[config.mk]
export PLATFORM = sky130hd
export DESIGN_NAME = rr_stream_mux
export DESIGN_NICKNAME = d
export VERILOG_FILES = /design/src/rtl/rr_stream_mux.sv
export SDC_FILE = /design/constraint.sdc
export NUM_CORES = 1
export LEC_CHECK = 0
export BUFFER_PORTS_ARGS = -buffer_cell sky130_fd_sc_hd__clkbuf_2
export CAP_MARGIN = 20
export CORE_MARGIN = 2
export CORE_UTILIZATION = 49
export DETAILED_ROUTE_END_ITERATION = 8
export PLACE_DENSITY = 0.85
export SLEW_MARGIN = 10
export SYNTH_ARGS = -nofsm -noshare
export SYNTH_HDL_FRONTEND = slang
export SYNTH_SLANG_ARGS = --single-unit
[constraint.sdc]
create_clock -name clk -period 3.4 [get_ports clk]
set_clock_uncertainty 0.1 [all_clocks]
set_input_delay 0.17 -clock clk [delete_from_list [all_inputs] [get_ports clk]]
set_output_delay 0.17 -clock clk [all_outputs]
set_load 0.01 [all_outputs]
[src/rtl/rr_stream_mux.sv]
// rr_stream_mux: N-input valid/ready stream multiplexer with round-robin arbitration.
// A granted channel owns the single registered output stage until it sends its last beat.
module rr_stream_mux #(
  parameter int WIDTH  = 4,
  parameter int INPUTS = 4
) (
  input  logic                    clk,
  input  logic                    rst,
  input  logic [WIDTH*INPUTS-1:0] in_data,
  input  logic [INPUTS-1:0]       in_valid,
  input  logic [INPUTS-1:0]       in_last,
  output logic [INPUTS-1:0]       in_ready,
  output logic [WIDTH-1:0]        out_data,
  output logic                    out_valid,
  output logic                    out_last,
  input  logic                    out_ready,
  output logic [INPUTS-1:0]       grant
);
  localparam int PTR_W = (INPUTS > 1) ? $clog2(INPUTS) : 1;

  typedef enum logic [0:0] {
    ST_IDLE   = 1'b0,
    ST_LOCKED = 1'b1
  } state_t;

  state_t            state_r;
  state_t            state_nxt_s;
  logic [PTR_W-1:0]  ptr_r;
  logic [PTR_W-1:0]  ptr_nxt_s;
  logic [PTR_W-1:0]  owner_r;
  logic [PTR_W-1:0]  owner_nxt_s;
  logic [INPUTS-1:0] sel_s;
  logic [PTR_W-1:0]  sel_idx_s;
  logic              hit_s;
  logic              accept_s;
  logic              xfer_s;
  logic [WIDTH-1:0]  data_r;
  logic              valid_r;
  logic              last_r;

  // Channel selection: the locked owner only, or the first valid channel after ptr.
  always_comb begin
    sel_s     = {INPUTS{1'b0}};
    sel_idx_s = {PTR_W{1'b0}};
    hit_s     = 1'b0;
    if (rst) begin
      hit_s = 1'b0;
    end else if (state_r == ST_LOCKED) begin
      sel_idx_s = owner_r;
      hit_s     = in_valid[owner_r];
    end else begin
      for (int k = 1; k <= INPUTS; k++) begin
        if (!hit_s && in_valid[PTR_W'((int'(ptr_r) + k) % INPUTS)]) begin
          sel_idx_s = PTR_W'((int'(ptr_r) + k) % INPUTS);
          hit_s     = 1'b1;
        end else begin
          hit_s = hit_s;
        end
      end
    end
    if (hit_s) begin
      sel_s[sel_idx_s] = 1'b1;
    end else begin
      sel_s = {INPUTS{1'b0}};
    end
  end

  // The output register can take a beat when empty or being drained this cycle.
  assign accept_s  = !valid_r || out_ready;
  assign xfer_s    = hit_s && accept_s;
  assign grant     = sel_s;
  assign in_ready  = sel_s & {INPUTS{accept_s}};
  assign out_data  = data_r;
  assign out_valid = valid_r;
  assign out_last  = last_r;

  // Next lock state: a last beat frees the output and moves the pointer past the sender.
  always_comb begin
    state_nxt_s = state_r;
    ptr_nxt_s   = ptr_r;
    owner_nxt_s = owner_r;
    if (xfer_s) begin
      case (in_last[sel_idx_s])
        1'b1: begin
          state_nxt_s = ST_IDLE;
          ptr_nxt_s   = sel_idx_s;
        end
        1'b0: begin
          state_nxt_s = ST_LOCKED;
          owner_nxt_s = sel_idx_s;
        end
        default: begin
          state_nxt_s = ST_IDLE;
        end
      endcase
    end else begin
      state_nxt_s = state_r;
    end
  end

  // Arbitration state register; reset leaves channel 0 with first priority.
  always_ff @(posedge clk) begin
    if (rst) begin
      state_r <= ST_IDLE;
      ptr_r   <= PTR_W'(INPUTS - 1);
      owner_r <= {PTR_W{1'b0}};
    end else begin
      state_r <= state_nxt_s;
      ptr_r   <= ptr_nxt_s;
      owner_r <= owner_nxt_s;
    end
  end

  // Output stage: load on transfer, empty on drain without a new beat, hold on stall.
  always_ff @(posedge clk) begin
    if (rst) begin
      valid_r <= 1'b0;
      data_r  <= {WIDTH{1'b0}};
      last_r  <= 1'b0;
    end else if (xfer_s) begin
      valid_r <= 1'b1;
      data_r  <= in_data[sel_idx_s*WIDTH +: WIDTH];
      last_r  <= in_last[sel_idx_s];
    end else if (accept_s) begin
      valid_r <= 1'b0;
    end else begin
      valid_r <= valid_r;
    end
  end

endmodule
==> results of run 1 <==
## metrics by stage
step | setup slack (ns) | hold WS [ns] | cells
after floorplan | 1.21 | 0.292 | 95
after global placement | 1.04 | 0.344 | 153
after detailed placement | 1.01 | 0.349 | 153
after CTS | 0.883 | 0.115 | 157
after global routing | 0.754 | 0.141 | 157
final | 0.871 | 0.122 | 157
## how the worst max path moves through the flow
stage	startpoint	end	slack, ns	cells after the start
finish	owner_r[1]	in_ready[1]	0.87	6
global placement	owner_r[1]	ptr_r[0]	1.04	6
floorplan	ptr_r[1]	ptr_r[0]	1.21	8
CTS	owner_r[1]	in_ready[1]	0.88	6
detailed placement	owner_r[1]	ptr_r[0]	1.01	6
global route	owner_r[1]	in_ready[1]	0.75	6
## critical path, cell delays in order (launching register included)
cell      delay, ns
dfxtp_1        0.38
mux4_2         0.52
o221ai_2       0.30
nand2b_1       0.39
nor2_1         0.10
and2_1         0.18
clkbuf_2       0.12
## report_power, final
group | internal [uW] | total, uW | switching, uW
Sequential | 147 | 166 | 19.0
Clock | 45.3 | 87.3 | 41.9
Combinational | 93.7 | 191 | 97.0
## logic make-up after synthesis
group	Yosys count
and+or+nand+nor	38
AOI/OAI and AO/OA	24
muxes	11
DFF	11
buffers and inverters	11
## metal layers
layer | routed length [um] | track usage (%)
met5 | 0 | 0
met4 | 17 | 6.67
met3 | 128 | 3.85
met2 | 941 | 38.6
met1 | 828 | 22.3
## placed cells by master (no fill, tap or decap), types with 2 or more instances in the layout
cell and n:
dfxtp_1 11, mux2i_1 5, nor3_1 3, nand2b_1 5, clkbuf_2 40, and2_1 2, inv_1 4, nor2b_1 3
nor2_1 5, a21oi_1 8, nand2_1 12, mux4_1 4, o21ai_0 2, clkbuf_4 3, o32ai_1 2
## registers in the layout, indices dropped and copies added, names as in the netlist
| name | cells |
|---|---|
| out_data | 4 |
| owner_r | 2 |
| ptr_r | 2 |
| out_last | 1 |
| out_valid | 1 |
| state_r | 1 |
## area by class of cell
type	instances	area, um^2	share of cell area (%)
tap	25	31.3	2.81
timing repair buffer	40	200	18.0
sequential	11	220	19.8
inverter	4	15.0	1.35
multi-input combinational	73	621	55.7
clock buffer	4	26.3	2.36
==> results.yml, run 1 <==
synthesis:
  synth_top_family_by_area: "compound AO/OA/AOI/OAI gates"
  yosys-top-cells-area: "dfxtp_1, mux4_1, mux2i_1, nand2_1, a21oi_1"
  synth_top_area_share_pct: 24.3
  synth_top_area_cell: "dfxtp_1"
  synth-seq-cells: 11
  netlist_area_um2: 907
  synth_ff_type: "dfxtp_1"
  avgSynthCellArea_um2: 9.55
  synthXorXnorAreaFrac_pct: 0
  synthMuxAreaShare_pct: 22.1
  synthAdderAreaFrac_pct: 0
  synthTopCellsByCount: "nand2_1, dfxtp_1, a21oi_1"
  synth.most_common_cell: "nand2_1"
  seq_area_frac_synth_pct: 24.3
  synth-compound-area-share_pct: 23.9
  synth_enable_flop_cells: 0
  syn_nets: 122
  synthCells: 95
  async_flop_share_pct: 0
  synth_cell_type_count: 38
  yosys.area_share.simple_pct: 22.5
  yosys_warnings: 0
clock_network:
  clockBufferDepth: 2
  cts_hold_buf: 0
  cts_tree: "done"
  clk_pin_slew_ns: 0.07
  clock_latency_ns: 0.27
  htreeDepth: 1
  cts_root_buf: "clkbuf_4"
  clock_sinks: 11
  cts_setup_buffers: 0
  cts_resized: 0
  numCtsBuffers: 3
job:
  drv_cap: 0
sta:
  min_period_over_period_pct: 74.4
  fin_crit_ns: 2.53
  fmaxAchievable_mhz: 395
  setup_tns_ns: 0
  slew_headroom_pct: 38.1
  worst_pin_slew_ns: 0.926
  setup_viol: 0
  finalHoldViolCount: 0
  report.final.slew_viol_count: 0
  rsz0062_at_grt: "false"
critical_path:
  cp.arrival_ns: 2.26
  reg2reg_slack_ns: 0.97
  r2r_cells: 6
  r2r_start: "owner_r[1]"
  critPathKind: "flip-flop to output pin"
  crit_path_end_kind: "output pin"
  cp_max_fo: 10
  worstReg2RegEnd: "ptr_r[0]"
  required_ns: 3.13
  start_kind: "flip-flop"
routing:
  first_iter_violations: 6
  final_antenna_net_count: 0
  viasPerCell: 5.38
  wl_mm: 1.92
  vias: 845
  first_pass_iters: 4
  post_drt_wl_per_cell_um: 12.2
  drc: 0
finish:
  drive_gt1_share_pct: 39.4
  finish.utilization_pct: 64.5
  area_growth_pct: 22.8
  num_antenna_cells: 0
  fin_area_um2: 1110
  layout.nets: 160
  fillCellCount: 167
die:
  die_w_um: 47.0
  start_util_pct: 52.5
  placementRows: 15
  die_y_um: 47.0
  die-area_um2: 2210
  core_area_um2: 1730
  ios: 41
hold_path:
  hold_end: "out_data[2]"
  min_from: "rst"
  worstHoldPathType: "input port to flip-flop"
  holdPathStages: 2
power:
  power_density_nw_per_um2: 398
  vdd.ir_drop.worst_uv: 206
  p_total_uw: 444
  p_leak_uw: 0.000526
run_status:
  status: "finished, final reports clean"
global_routing:
  antenna_found_initial: 0
  grt_pass1_wl_mm: 3.21
  grt.overflow.total: 0
  grt_pass1_vias: 801
  track_usage_pct: 20.3
  grt_max_degree: 19
placement:
  routabilityCongestion: 0.751
  dpl.hpwl_mm: 1.55
  post_dp_cell_area_um2: 1090
  portBuffers: 40
No activity file was read; power rests on OpenSTA's default activity.
==> inputs of run 2 (changes only) <==
Settings changed: ABC_AREA set to 1, CORE_UTILIZATION 49 to 43, PLACE_DENSITY 0.85 to 0.77.
Clock period 3.4 ns to 2.21 ns, I/O delays scaled along.
==> run 2 against run 1 <==
Net effect: the run now ends with setup timing left; first-iteration DRC count rose to 3.3 times the previous value; final area is 40% higher; area after synthesis is 11% higher; sequential cell count unchanged; worst setup slack worse by 0.94 ns; clock-buffer cell count fell by 1; register-to-register slack lost 0.89 ns.
==> results.yml, run 2 <==
synthesis:
  syn_nets: 199
  yosys-top-cells-area: "dfxtp_1, nand2_1, inv_1, nand3_1, nor2_1"
  netlist_area_um2: 1010
  synth_ff_type: "dfxtp_1"
  synth_enable_flop_cells: 0
  synth_top_area_share_pct: 21.9
  synth_cell_type_count: 23
  synth-seq-cells: 11
  synthTopCellsByCount: "nand2_1, inv_1, nor2_1"
  synthCells: 172
  async_flop_share_pct: 0
  synth_top_area_cell: "dfxtp_1"
  synth.most_common_cell: "nand2_1"
  seq_area_frac_synth_pct: 21.9
  avgSynthCellArea_um2: 5.86
  yosys_warnings: 0
hold_path:
  worstHoldPathType: "input port to flip-flop"
placement:
  place_ws_ns: 0.00597
  dpl.hpwl_mm: 1.99
  dp_cells: 242
  routabilityCongestion: 0.750
  portBuffers: 40
critical_path:
  cp_max_fo: 8
  critPathKind: "flip-flop to output pin"
  required_ns: 2.00
  start_kind: "flip-flop"
  crit_path_end_kind: "output pin"
  cp.arrival_ns: 2.07
finish:
  most-common-layout-cells: "nand2_1, clkbuf_2, inv_1"
  seq_area_um2: 228
  multi_input_area_um2: 800
  area_growth_pct: 54.8
  mostFrequentLayoutCell: "nand2_1"
  num_antenna_cells: 0
  finish.utilization_pct: 70.5
  largest_register_ffs: 4
  layout.nets: 260
  fillCellCount: 197
  drive_gt1_share_pct: 52.2
  final_cells: 260
die:
  placementRows: 17
  die_w_um: 52.4
  start_util_pct: 45.5
  die-area_um2: 2750
  core_area_um2: 2210
  ios: 41
  die_y_um: 52.4
power:
  p_total_uw: 1840
  p_switching_uw: 938
  power_density_nw_per_um2: 1180
  combPwrFrac_pct: 74.8
  p_seq_share_pct: 17.9
  p_int_uw: 899
  vdd.ir_drop.worst_uv: 687
  p_clk_share_pct: 7.3
  power_switching_share_pct: 51.1
  p_leak_uw: 0.000888
routing:
  first_pass_iters: 5
  drc: 0
  final_antenna_net_count: 0
  viasPerCell: 4.82
  first_iter_violations: 20
  wl_mm: 2.83
  post_drt_wl_per_cell_um: 10.9
  vias: 1254
global_routing:
  grtUsageMet2_pct: 42.1
  met3_usage_pct: 4.57
  antenna_found_initial: 0
  use_met1_pct: 22.2
  track_usage_pct: 20.9
  grt_pass1_vias: 1117
  grt_pass1_wl_mm: 4.38
  grt.overflow.total: 0
  grt_max_degree: 12
  busiest_layer: "met2"
clock_network:
  cts_hold_buf: 0
  cts_tree: "done"
  cts_root_buf: "clkbuf_4"
  clock_latency_ns: 0.27
  clk_pin_slew_ns: 0.07
  clock_sinks: 11
  clockBufferDepth: 2
  htreeDepth: 1
  numCtsBuffers: 3
sta:
  fin_crit_ns: 2.28
  setup_tns_ns: -0.193
  slew_headroom_pct: 74.5
  finalHoldViolCount: 0
  setup_viol: 7
  setup_ws_ns: -0.0709
  report.final.slew_viol_count: 0
  fmaxAchievable_mhz: 438
  min_period_over_period_pct: 103
  rsz0062_at_grt: "true"
  worst_pin_slew_ns: 0.383
run_status:
  status: "finished, violations left"
  violations: "setup timing"
job:
  drv_cap: 0
run 2: changes by cell type after synthesis, moves of 5 or more:
cell and delta:
nor2_1 +14, nand3_1 +14, nand2b_1 -5, nand2_2 +7, nand2_1 +45, inv_1 +19
mux2i_1 -5
run 2: per-stage QoR:
stage | hold WS (ns) | cell area, um^2
2_1_floorplan | 0.155 | 1010
3_3_place_gp | 0.312 | 1260
3_5_place_dp | 0.318 | 1260
4_1_cts | 0.0254 | 1410
5_1_grt | 0.0390 | 1560
6_report | 0.0302 | 1560
run 2: final timing paths:
| path | from | to | slack [ns] | depth (start not counted) |
|---|---|---|---|---|
| min | out_ready | out_valid | 0.03 | 4 |
| min reg2reg | out_last | out_last | 0.40 | 2 |
| max | ptr_r[0] | grant[2] | -0.07 | 15 |
| max reg2reg | ptr_r[0] | ptr_r[0] | 0.08 | 16 |
run 2: worst max-delay path, cell delays in order (launching register included):
cell and delay, ns:
dfxtp_4 0.43, nand2_1 0.11, nand2_4 0.10, nand2_4 0.05, nand2_2 0.09, nor2_4 0.05
nand3_2 0.10, nand2_1 0.07, nand2_1 0.07, nand3_2 0.10, nand2_4 0.15, inv_6 0.05
nor2_4 0.11, inv_1 0.06, nor2_1 0.10, clkbuf_2 0.15
run 2: power by group through the flow:
stage | sequential [uW] | clock [uW] | combinational [uW]
final | 328 | 135 | 1370
after global routing | 337 | 150 | 1500
after CTS | 320 | 140 | 1170
after detailed placement | 316 | 0 | 994
after global placement | 313 | 0 | 990
after floorplan | 311 | 0 | 764
run 2: cell families (layout without fill, tap and decap cells):
family,count (synthesis),after routing,share of synthesized area [%]
AO/OA/AOI/OAI,18,18,10.7
buffers and inverters,30,90,12.9
flip-flops,11,11,21.9
AND/OR/NAND/NOR,113,113,54.5
run 2: cell type report:
class                           count  area share [%]
Clock buffer                        3            1.44
Clock inverter                      1           0.321
Inverter                           27            7.62
Multi-Input combinational cell    131            51.3
Sequential cell                    11            14.6
Tap cell                           28            2.25
Timing Repair Buffer               59            22.5
run 2: repair_timing:
item / in CTS / in global routing
buffers inserted: 9 / 6
gates resized for setup: 16 / 39
hold endpoints to repair: 0 / 0
pin swaps: 10 / 23
setup endpoints to repair: 9 / 18
run 2: routing by layer:
layer,routed length (um),vias to the layer above
met5,0,-
met4,19,0
met3,164,2
met2,1510,46
met1,1140,549
li1,-,657
